### config.mk
export PLATFORM = sky130hd
export DESIGN_NAME = input_conditioner
export DESIGN_NICKNAME = d
export VERILOG_FILES = /design/src/rtl/input_conditioner.sv
export SDC_FILE = /design/constraint.sdc
export NUM_CORES = 1
export LEC_CHECK = 0
export BUFFER_PORTS_ARGS = -buffer_cell sky130_fd_sc_hd__buf_4
export CAP_MARGIN = 20
export CORE_AREA = 2 2 39 41
export CTS_BUF_LIST = sky130_fd_sc_hd__clkbuf_2 sky130_fd_sc_hd__clkbuf_4 sky130_fd_sc_hd__clkbuf_8
export DETAILED_ROUTE_END_ITERATION = 10
export DIE_AREA = 0 0 41 43
export HOLD_SLACK_MARGIN = 0.03
export PLACE_DENSITY = 0.38
export SYNTH_ARGS = -nofsm -noshare
export SYNTH_HDL_FRONTEND = slang
export SYNTH_SLANG_ARGS = --single-unit
### constraint.sdc
create_clock -name clk -period 1.49 [get_ports clk]
set_input_delay 0.298 -clock clk [delete_from_list [all_inputs] [get_ports clk]]
set_output_delay 0.298 -clock clk [all_outputs]
set_load 0.005 [all_outputs]
### src/rtl/input_conditioner.sv
// Switch/button conditioner: flip-flop synchronizer followed by a counter-based
// debouncer that drives a clean level and single-cycle rise/fall pulses.
module input_conditioner #(
  parameter int DEBOUNCE_CYCLES = 4,
  parameter int SYNC_STAGES     = 2
) (
  input  logic clk,
  input  logic rst,
  input  logic i,
  output logic o,
  output logic rise,
  output logic fall
);

  localparam int CNT_W = $clog2(DEBOUNCE_CYCLES + 1);
  localparam logic [CNT_W-1:0] CNT_LAST = CNT_W'(DEBOUNCE_CYCLES - 1);

  typedef enum logic {ST_STABLE, ST_WAIT} state_t;

  logic [SYNC_STAGES-1:0] r_sync;
  logic                   w_sy;
  state_t                 r_state;
  logic [CNT_W-1:0]       r_cnt;

  // Stage: synchronizer chain, r_sync[0] samples the asynchronous pin
  always_ff @(posedge clk) begin
    if (rst) begin
      r_sync <= '0;
    end else begin
      r_sync <= {r_sync[SYNC_STAGES-2:0], i};
    end
  end

  assign w_sy = r_sync[SYNC_STAGES-1];

  // Stage: debounce FSM; o only flips after DEBOUNCE_CYCLES consecutive differing samples
  always_ff @(posedge clk) begin
    if (rst) begin
      r_state <= ST_STABLE;
      r_cnt   <= '0;
      o       <= 1'b0;
      rise    <= 1'b0;
      fall    <= 1'b0;
    end else begin
      rise <= 1'b0;
      fall <= 1'b0;
      case (r_state)
        ST_STABLE: begin
          if (w_sy != o) begin
            if (DEBOUNCE_CYCLES == 1) begin
              o    <= w_sy;
              rise <= w_sy;
              fall <= ~w_sy;
            end else begin
              r_state <= ST_WAIT;
              r_cnt   <= CNT_W'(1);
            end
          end else begin
            r_cnt <= '0;
          end
        end
        ST_WAIT: begin
          if (w_sy == o) begin
            r_state <= ST_STABLE;
            r_cnt   <= '0;
          end else if (r_cnt == CNT_LAST) begin
            o       <= w_sy;
            rise    <= w_sy;
            fall    <= ~w_sy;
            r_state <= ST_STABLE;
            r_cnt   <= '0;
          end else begin
            r_cnt <= r_cnt + CNT_W'(1);
          end
        end
        default: begin
          r_state <= ST_STABLE;
          r_cnt   <= '0;
        end
      endcase
    end
  end

endmodule
Yosys cells after proc, flatten, opt, wreduce, memory -nomap -nowiden
Index checks and enable logic that the tools add are counted.
{ "totals": {"output_inout_bits": 3, "in_bits": 3, "ff_bits": 9, "word_cells": 24} }
{ "op_classes": {"eq_ne": 3, "n_addsub": 1, "n_reduce_logical": 2, "mux": 8, "bitwise_logic": 4} }
{ "op_table": {"columns": ["operator", "n"], "rows": [
  ["3-bit 2-to-1 mux", 2],
  ["3-bit one-hot mux with 2 select lines", 1],
  ["1-bit 2-to-1 mux", 4],
  ["1-bit inverter", 4],
  ["4-bit OR reduction", 1],
  ["3-bit by 1-bit adder with 3-bit output (second input constant)", 1],
  ["3-bit by 2-bit == test with 1-bit output (second input constant)", 1],
  ["3-bit AND reduction", 1],
  ["1-bit one-hot mux with 2 select lines", 1],
  ["1-bit == test", 1],
  ["1-bit inequality test", 1]
]} }

Depth between registers and ports, before layout
Gate-level depths: netlist (run 1).
{ "depth": {"word_depth": 4, "ltp_mapped": 4} }

Worst setup path before layout (run 1)
OpenSTA, ideal clock, no wires.
{ "synth_path": {"path_type": "flip-flop to flip-flop", "start": "register r_cnt[0]", "end": "register r_cnt[1]", "slack_ps": 364, "path_buffers": 0, "setup_time_ps": 87, "arrival_time_ps": 1039, "required_ps": 1403, "stages_incl_launch_ff": 5, "cell_sequence": "dfxtp_1 ha_1 ha_1 nand2b_1 nor4b_2"} }
{ "synth_via": {"elab_chain_len": 4, "word_cells_on_any_way": 5, "cone_classes": "add/sub: 1; eq/ne: 1; mux: 3"} }
{ "synth_rtl": {"columns": ["item", "line_no", "source"], "rows": [
  ["from (decl)", "23", "logic [CNT_W-1:0] r_cnt;"],
  ["from (signal assigned)", "73", "r_cnt <= r_cnt + CNT_W'(1);"],
  ["3-bit by 1-bit adder with 3-bit output / 3-bit by 2-bit == test with 1-bit output (equally long branches)", "73, 66", null],
  ["3-bit 2-to-1 mux (*)", "66", "end else if (r_cnt == CNT_LAST) begin"],
  ["3-bit 2-to-1 mux (*)", "63", "if (w_sy == o) begin"],
  ["3-bit one-hot mux with 2 select lines (*)", "47", "case (r_state)"]
]} }
Mark *: on every way between the ends. The rest lies on a longest branch, timed or not.
A chain may end at the register's enable or synchronous reset.

Worst setup path in the final report (run 1)
Same ends and word-level chain as after synthesis.

==> results.py, run 1 <==
metrics = {
    "drt": {
        "drtPass1Iterations": 2,
        "routed_wl_um": 539,
        "drt_iter0_markers": 3,
        "viasPerCell": 4.29,
        "drc": 0,
        "wire_per_inst_um": 10.4,
        "vias": 223,
        "ant_nets": 0,
    },
    "critical_path": {
        "crit_fanout": 5,
        "end_kind": "flop",
        "crit_type": "flop to flop",
        "arrival_ns": 1.39,
        "critPathRequiredTime_ns": 1.67,
        "start_kind": "flop",
    },
    "synth": {
        "ys_warn_count": 0,
        "syn_area_per_cell_um2": 11.5,
        "yosys.area.top_type": "dfxtp_1",
        "synth_area_leaders": "dfxtp_1 (56%), ha_1 (7.8%), nor4b_1 (5.4%), nor4b_2 (4.7%), nor2b_1 (3.9%)",
        "synthDistinctLibCells": 17,
        "synth_cells": 28,
        "syn_nets": 33,
        "synth_area_um2": 323,
        "ys_ff_latch": 9,
        "yosysTopAreaCellShare_pct": 55.8,
        "ys_seq_area_share_pct": 55.8,
    },
    "floorplan": {
        "fp.dieW_um": 41,
        "rows": 14,
        "dieArea_um2": 1760,
        "start_util_pct": 23.3,
        "ioPinCount": 6,
        "core-area_um2": 1380,
        "die_h_um": 43,
    },
    "global_route": {
        "overflow": 0,
        "grt_pass1_vias": 244,
        "track_usage_pct": 9.37,
        "grt_max_degree": 10,
        "antenna_found_initial": 0,
        "grt_pass1_wl_mm": 1.02,
    },
    "layout": {
        "final_cell_mix": "dfxtp_1 (9), buf_4 (5), clkbuf_4 (4)",
        "n_antenna_cell": 0,
        "nNetsFinal": 42,
        "final_common_cell": "dfxtp_1",
        "drive_gt1_share_pct": 30.6,
        "area_growth_pct": 26.0,
        "final_area_um2": 407,
        "finish.utilization_pct": 29.4,
    },
    "sta": {
        "rsz0062_at_grt": "false",
        "post-route-period-util_pct": 81.4,
        "slew_headroom_pct": 72.6,
        "fin_crit_ns": 1.21,
        "tightest_slew_ns": 0.409,
        "clock_skew_ns": 0.00267,
        "setup_tns_ns": 0,
        "timing.fmax_mhz": 825,
        "drv_slew": 0,
        "hold_viol": 0,
        "setup_violations": 0,
    },
    "cts": {
        "clockBufferDepth": 2,
        "clock-root-buffer": "clkbuf_4",
        "insertion_delay_ns": 0.26,
        "cts.sinks": 9,
        "post_cts_buffers": 0,
        "cts_buffers": 3,
        "h-tree-depth": 1,
        "ctsHoldBuffers": 0,
        "clk_pin_slew_ns": 0.06,
        "cts_tree": "yes",
        "cts_resized": 0,
    },
    "power": {
        "power_density_nw_per_um2": 1160,
        "leakagePower_nw": 0.153,
        "irDropWorstVdd_mv": 0.269,
    },
    "run_status": {
        "status": "complete, no violations",
    },
    "worst_hold_path": {
        "hp-class": "input port to flop",
    },
    "place": {
        "portBuffers": 5,
        "placed_cell_area_um2": 377,
        "dp_hpwl_um": 388,
        "place.gp.congestion": 0.644,
    },
    "run": {
        "max_cap_violations": 0,
    },
}
-- synth_stat cells, drive strengths merged --
cell type  instances
a21bo              1
a21oi              1
clkbuf             1
dfxtp              9
ha                 2
inv                1
nand2              1
nand2b             1
nand3              1
nor2b              2
nor3               1
nor3b              1
nor4               1
nor4b              3
o21a               1
xnor2              1
-- critical path, cell delays in order (launching register included) --
cell and delay (ns):
dfxtp_1 0.31, ha_1 0.20, ha_1 0.23, nand2b_1 0.19, nor4b_2 0.20
-- where the power goes --
part	switching [mW]	internal, mW
Sequential	0.00281	0.245
Clock	0.0877	0.122
Combinational	0.00698	0.00688
Total	0.0975	0.373
-- registers in the layout, indices dropped and copies added, names as in the netlist --
signal,cells
fall,1
o,1
r_state,1
rise,1
r_cnt,3
r_sync,2
-- layer usage --
| metal | GRT usage [%] | part of all wire, % |
|---|---|---|
| met5 | 0 | 0 |
| met4 | 10.0 | 2.2 |
| met3 | 3.14 | 6.9 |
| met2 | 11.9 | 49 |
| met1 | 11.0 | 41 |
-- final timing paths --
kind	startpoint	endpoint	slack [ns]	cells past startpoint
worst max-delay path	r_cnt[0]	r_cnt[1]	0.28	4
worst max register to register	r_cnt[0]	r_cnt[1]	0.28	4
worst min register to register	r_sync[0]	r_sync[1]	0.45	1
worst min-delay path	i	r_sync[0]	0.26	2
-- layout make-up --
type,count,area [um^2]
Sequential cell,9,180
Multi-Input combinational cell,17,135
Clock buffer,4,30.0
Fill cell,156,977
Tap cell,16,20.0
Inverter,1,3.75
Timing Repair Buffer,5,37.5
-- logic make-up after synthesis --
| logic type | Yosys count | synth area share [%] |
|---|---|---|
| AO/OA/AOI/OAI | 3 | 6.98 |
| buffers and inverters | 2 | 2.32 |
| AND/OR/NAND/NOR | 11 | 24.4 |
| adder cells (fa/ha/maj) | 2 | 7.75 |
| flip-flops | 9 | 55.8 |
| XOR/XNOR | 1 | 2.71 |
-- per-stage QoR --
stage | setup slack (ns) | hold slack, ns | total power [mW] | instances
6_report | 0.277 | 0.260 | 0.471 | 52
4_1_cts | 0.268 | 0.258 | 0.480 | 52
3_5_place_dp | 0.285 | 0.446 | 0.267 | 48
3_3_place_gp | 0.315 | 0.427 | 0.266 | 48
5_1_grt | 0.0849 | 0.290 | 0.495 | 52
2_1_floorplan | 0.364 | 0.414 | 0.261 | 28
Note: power is estimated with default switching activity, not from simulation.
==> inputs of run 2 (changes only) <==
--- a/config.mk
+++ b/config.mk
@@ -5,6 +5,7 @@
 export SDC_FILE = /design/constraint.sdc
 export NUM_CORES = 1
 export LEC_CHECK = 0
+export ABC_AREA = 1
 export BUFFER_PORTS_ARGS = -buffer_cell sky130_fd_sc_hd__buf_4
 export CAP_MARGIN = 20
 export CORE_AREA = 2 2 39 41
@@ -12,7 +13,7 @@
 export DETAILED_ROUTE_END_ITERATION = 10
 export DIE_AREA = 0 0 41 43
 export HOLD_SLACK_MARGIN = 0.03
-export PLACE_DENSITY = 0.38
+export PLACE_DENSITY = 0.41
 export SYNTH_ARGS = -nofsm -noshare
 export SYNTH_HDL_FRONTEND = slang
 export SYNTH_SLANG_ARGS = --single-unit
==> constraint.sdc (replaced) <==
create_clock -name clk -period 1.1 [get_ports clk]
set_input_delay 0.22 -clock clk [delete_from_list [all_inputs] [get_ports clk]]
set_output_delay 0.22 -clock clk [all_outputs]
set_load 0.005 [all_outputs]
==> results.py, run 2 <==
metrics = {
    "critical_path": {
        "worstReg2RegStart": "r_cnt[0]",
        "start_kind": "flop",
        "crit_fanout": 4,
        "critPathRequiredTime_ns": 1.30,
        "r2r-end": "r_cnt[2]",
        "arrival_ns": 1.25,
        "reg2regPathDepth": 7,
        "end_kind": "flop",
        "crit_type": "flop to flop",
        "r2r_slack_ns": 0.05,
    },
    "cts": {
        "cts_buffers": 3,
        "h-tree-depth": 1,
        "clk_pin_slew_ns": 0.06,
        "clockBufferDepth": 2,
        "post_cts_buffers": 0,
        "cts.sinks": 9,
        "cts_tree": "yes",
        "clock-root-buffer": "clkbuf_4",
        "insertion_delay_ns": 0.26,
        "ctsHoldBuffers": 0,
    },
    "sta": {
        "tightest_slew_ns": 0.158,
        "drv_slew": 0,
        "whs_ns": 0.162,
        "timing.fmax_mhz": 953,
        "rsz0062_at_grt": "true",
        "slew_headroom_pct": 89.4,
        "setup_violations": 0,
        "hold_viol": 0,
        "fin_crit_ns": 1.05,
        "post-route-period-util_pct": 95.4,
        "clock_skew_ns": 0.00293,
    },
    "drt": {
        "ant_nets": 0,
        "drt_iter0_markers": 0,
        "routed_wl_um": 523,
        "wire_per_inst_um": 7.58,
        "drc": 0,
        "viasPerCell": 3.97,
        "drtPass1Iterations": 1,
        "vias": 274,
    },
    "power": {
        "p_sw_mw": 0.125,
        "sequentialPowerShare_pct": 53.3,
        "power_density_nw_per_um2": 1390,
        "swShare_pct": 19.8,
        "p_int_mw": 0.505,
        "clkPwrFrac_pct": 43.7,
        "irDropWorstVdd_mv": 0.713,
        "p_total_mw": 0.629,
        "leakagePower_nw": 0.227,
        "pwr-share-comb_pct": 3.0,
    },
    "synth": {
        "synthArstFlopShare_pct": 0,
        "yosys.area.top_type": "dfxtp_1",
        "synth-edff-count": 0,
        "ys_seq_area_share_pct": 53.3,
        "syn_area_per_cell_um2": 7.68,
        "synth_area_leaders": "dfxtp_1 (53%), inv_1 (14%), nand2_1 (10%), ha_1 (7.4%), nor2_1 (6.7%)",
        "synth_area_um2": 338,
        "ys_warn_count": 0,
        "synth_cells": 44,
        "post-synth-top-count-cell": "inv_1",
        "synthTopCellsByCount": "inv_1 (13), dfxtp_1 (9), nand2_1 (9)",
        "yosysTopAreaCellShare_pct": 53.3,
        "ys_ff_latch": 9,
        "ys.flop_type": "dfxtp_1",
        "syn_nets": 49,
        "synthDistinctLibCells": 8,
    },
    "floorplan": {
        "start_util_pct": 24.4,
        "core-area_um2": 1380,
        "dieArea_um2": 1760,
        "die_h_um": 43,
        "fp.dieW_um": 41,
        "ioPinCount": 6,
        "rows": 14,
    },
    "layout": {
        "largest_reg_flops": 3,
        "top_register": "r_cnt",
        "drive_gt1_share_pct": 26.4,
        "nNetsFinal": 59,
        "multi_input_area_um2": 134,
        "ff_latch_area_um2": 183,
        "final_cell_mix": "inv_1 (12), nand2_1 (9), dfxtp_1 (7)",
        "area_growth_pct": 34.1,
        "final_common_cell": "inv_1",
        "finish.utilization_pct": 32.7,
        "fillers": 151,
        "largestRegisters": "r_cnt x3, r_sync x2",
        "n_antenna_cell": 0,
    },
    "global_route": {
        "overflow": 0,
        "track_usage_pct": 9.05,
        "grt_pass1_vias": 235,
        "grt_max_degree": 7,
        "antenna_found_initial": 0,
        "grt_pass1_wl_um": 945,
    },
    "place": {
        "place.gp.congestion": 0.692,
        "portBuffers": 5,
        "dp_hpwl_um": 401,
    },
    "worst_hold_path": {
        "hp-class": "input port to flop",
        "hold_start": "i",
        "holdPathStages": 3,
        "min_to": "r_sync[0]",
    },
    "run": {
        "max_cap_violations": 0,
    },
    "run_status": {
        "status": "complete, no violations",
    },
}
run 2: routing by layer:
layer	share of wire, %	up-vias	routed length (um)	GRT usage (%)
met2	38	8	201	10.3
met3	6.3	4	33	4.71
met5	0	-	0	0
met4	5.9	0	31	12.0
li1	-	145	-	-
met1	49	117	256	9.71
run 2: worst max-delay path: stages (launching register included):
cell and delay (ns):
dfxtp_2 0.33, ha_4 0.16, ha_4 0.16, inv_2 0.04, nand2_1 0.04, nor2_1 0.09, nand2_1 0.08, nor2_1 0.10
run 2: layout make-up:
type / count / share of cell area (%)
clock buffers: 4 / 6.63
well taps: 16 / 4.42
inverters: 13 / 10.8
repair buffers: 5 / 8.29
multi-input cells: 22 / 29.6
flip-flops and latches: 9 / 40.3
run 2: repair_timing:
action | CTS | global route
gates resized for setup | 1 | 6
pin swaps | 0 | 4
endpoints found under the hold margin | 0 | 0
endpoints found under the setup margin | 2 | 5
run 2: cells by family after synthesis:
| group | Yosys count | synth area share [%] |
|---|---|---|
| buffers and inverters | 13 | 14.4 |
| DFF | 9 | 53.3 |
| adders and majority gates | 2 | 7.41 |
| AOI/OAI and AO/OA | 2 | 2.96 |
| and+or+nand+nor | 18 | 21.8 |
run 2: power groups by stage:
stage | Combinational [mW] | Sequential (mW) | Clock [mW]
CTS | 0.0190 | 0.335 | 0.294
floorplan | 0.00921 | 0.341 | 0
global placement | 0.0190 | 0.342 | 0
global route | 0.0232 | 0.335 | 0.312
finish | 0.0190 | 0.335 | 0.275
detailed placement | 0.0190 | 0.342 | 0
run 2: stage by stage:
| step | instance area (um^2) | setup slack [ns] | setup TNS, ns | instances |
|---|---|---|---|---|
| final | 453 | 0.0511 | 0 | 69 |
| after global routing | 453 | -0.0375 | -0.0627 | 69 |
| after CTS | 428 | 0.00934 | 0 | 69 |
| after detailed placement | 395 | -0.0108 | -0.0108 | 65 |
| after global placement | 395 | 0.00934 | 0 | 65 |
| after floorplan | 338 | 0.0651 | 0 | 44 |
run 2: worst max-delay path by stage:
stage | endpoint | depth (start not counted) | slack (ns) | from
finish | r_cnt[2] | 7 | 0.05 | r_cnt[0]
detailed placement | r_cnt[2] | 7 | -0.01 | r_cnt[0]
global placement | r_cnt[1] | 7 | 0.009 | r_cnt[0]
global route | r_cnt[2] | 7 | -0.04 | r_cnt[1]
floorplan | r_cnt[2] | 7 | 0.07 | r_cnt[0]
CTS | r_cnt[2] | 7 | 0.009 | r_cnt[0]
==> inputs of run 3 (changes only) <==
--- a/config.mk
+++ b/config.mk
@@ -9,11 +9,11 @@
 export BUFFER_PORTS_ARGS = -buffer_cell sky130_fd_sc_hd__buf_4
 export CAP_MARGIN = 20
 export CORE_AREA = 2 2 39 41
-export CTS_BUF_LIST = sky130_fd_sc_hd__clkbuf_2 sky130_fd_sc_hd__clkbuf_4 sky130_fd_sc_hd__clkbuf_8
+export CTS_BUF_LIST = sky130_fd_sc_hd__clkbuf_4
 export DETAILED_ROUTE_END_ITERATION = 10
 export DIE_AREA = 0 0 41 43
 export HOLD_SLACK_MARGIN = 0.03
-export PLACE_DENSITY = 0.41
+export PLACE_DENSITY_LB_ADDON = 0.08
 export SYNTH_ARGS = -nofsm -noshare
 export SYNTH_HDL_FRONTEND = slang
 export SYNTH_SLANG_ARGS = --single-unit
==> results.py, run 3 (synthesized netlist as in run 2, its figures left out) <==
metrics = {
    "run_status": {
        "status": "complete, no violations",
    },
    "layout": {
        "ff_latch_area_um2": 183,
        "finish.utilization_pct": 32.7,
        "top_register": "r_cnt",
        "nNetsFinal": 59,
        "largest_reg_flops": 3,
        "fillers": 154,
        "area_growth_pct": 34.1,
        "finalNonFillerCells": 69,
        "n_antenna_cell": 0,
        "largestRegisters": "r_cnt x3, r_sync x2",
        "multi_input_area_um2": 134,
        "drive_gt1_share_pct": 26.4,
        "final_cell_mix": "inv_1 (12), nand2_1 (9), dfxtp_1 (7)",
        "final_common_cell": "inv_1",
    },
    "critical_path": {
        "crit_type": "flop to flop",
        "worstReg2RegStart": "r_cnt[0]",
        "path_buf_inv": 1,
        "start_kind": "flop",
        "cp-startpoint": "r_cnt[0]",
        "crit_path_cell_trace": "ha_4 > ha_4 > inv_2 > nand2_1 > nor2_1 > nand2_1 > nor2_1",
        "end_kind": "flop",
        "crit_fanout": 4,
        "arrival_ns": 1.25,
        "max_stage_delay_ns": 0.33,
        "crit_slowest_cell": "dfxtp_2",
        "path_delay_family": "flip-flops",
        "critPathRequiredTime_ns": 1.30,
    },
    "cts": {
        "insertion_delay_ns": 0.26,
        "post_cts_buffers": 0,
        "clk_pin_slew_ns": 0.06,
        "clockBufferDepth": 2,
        "h-tree-depth": 1,
        "cts_buffers": 3,
        "cts.sinks": 9,
        "cts_tree": "yes",
        "clock-root-buffer": "clkbuf_4",
    },
    "power": {
        "clkPwrFrac_pct": 43.6,
        "p_sw_mw": 0.124,
        "leakagePower_nw": 0.227,
        "p_int_mw": 0.505,
        "pwr-share-comb_pct": 3.0,
        "swShare_pct": 19.7,
        "sequentialPowerShare_pct": 53.4,
        "irDropWorstVdd_mv": 0.513,
        "power_density_nw_per_um2": 1390,
    },
    "place": {
        "portBuffers": 5,
        "preCtsSetupSlack_ns": -0.0151,
        "dp.cells": 65,
        "place.gp.congestion": 0.628,
        "dp_hpwl_um": 401,
    },
    "drt": {
        "ant_nets": 0,
        "routed_wl_um": 527,
        "wire_per_inst_um": 7.64,
        "drtPass1Iterations": 4,
        "drc": 0,
        "viasPerCell": 3.84,
        "vias": 265,
        "drt_iter0_markers": 9,
    },
    "floorplan": {
        "ioPinCount": 6,
        "start_util_pct": 24.4,
        "fp.dieW_um": 41,
        "core-area_um2": 1380,
        "die_h_um": 43,
        "rows": 14,
        "dieArea_um2": 1760,
    },
    "global_route": {
        "track_usage_pct": 7.44,
        "grt_pass1_vias": 234,
        "overflow": 0,
        "antenna_found_initial": 0,
        "grt_pass1_wl_um": 807,
        "grt_max_degree": 7,
    },
    "sta": {
        "post-route-period-util_pct": 95.4,
        "slew_headroom_pct": 89.8,
        "setup_slack_ns": 0.0501,
        "hold_viol": 0,
        "fin_crit_ns": 1.05,
        "clock_skew_ns": 0.000255,
        "tightest_slew_ns": 0.153,
        "rsz0062_at_grt": "true",
        "drv_slew": 0,
        "timing.fmax_mhz": 953,
        "setup_violations": 0,
        "setup_tns_ns": 0,
    },
    "worst_hold_path": {
        "hp-class": "input port to flop",
        "hold_start": "rst",
    },
    "run": {
        "max_cap_violations": 0,
    },
}
## run 3: cell counts in the layout (fill, tap and decap cells not counted)
No cell type changed its count.
## run 3: area by class of cell
class,count,share of cell area (%)
multi-input cells,22,29.6
repair buffers,5,8.29
flip-flops and latches,9,40.3
well taps,16,4.42
clock buffers,4,6.63
inverters,13,10.8
## run 3: worst reg2reg max path: stages (launching register included)
cell     delay, ns
dfxtp_2       0.33
ha_4          0.16
ha_4          0.16
inv_2         0.04
nand2_1       0.04
nor2_1        0.10
nand2_1       0.07
nor2_1        0.09
## run 3: per-layer routing
layer	wire [um]	global-route usage, %
met1	219	6.80
met2	251	10.9
met3	42	3.14
met4	14	8.00
met5	0	0
## run 3: worst paths after layout
check	endpoint	slack [ns]	cells past startpoint
worst max-delay path	r_cnt[2]	0.05	7
worst min-delay path	r_sync[0]	0.16	2
worst max register to register	r_cnt[2]	0.05	7
worst min register to register	r_sync[1]	0.41	2
## run 3: power by group through the flow
stage	logic [mW]	clock network, mW	registers, mW
2_1_floorplan	0.00921	0	0.341
3_3_place_gp	0.0180	0	0.342
3_5_place_dp	0.0186	0	0.342
4_1_cts	0.0187	0.290	0.335
5_1_grt	0.0216	0.304	0.336
6_report	0.0188	0.274	0.336
## run 3: stage by stage
step	cell area, um^2	hold slack, ns	power, mW
2_1_floorplan	338	0.289	0.351
3_3_place_gp	395	0.398	0.360
3_5_place_dp	395	0.400	0.361
4_1_cts	428	0.149	0.644
5_1_grt	453	0.151	0.661
6_report	453	0.157	0.629
## run 3: timing repair
| action | 4_1_cts | 5_1_grt |
|---|---|---|
| endpoints found under the setup margin | 3 | 4 |
| hold buffers | 0 | 0 |
| gates resized for setup | 1 | 6 |
| pin swaps | 0 | 5 |
| gates cloned | 0 | 0 |
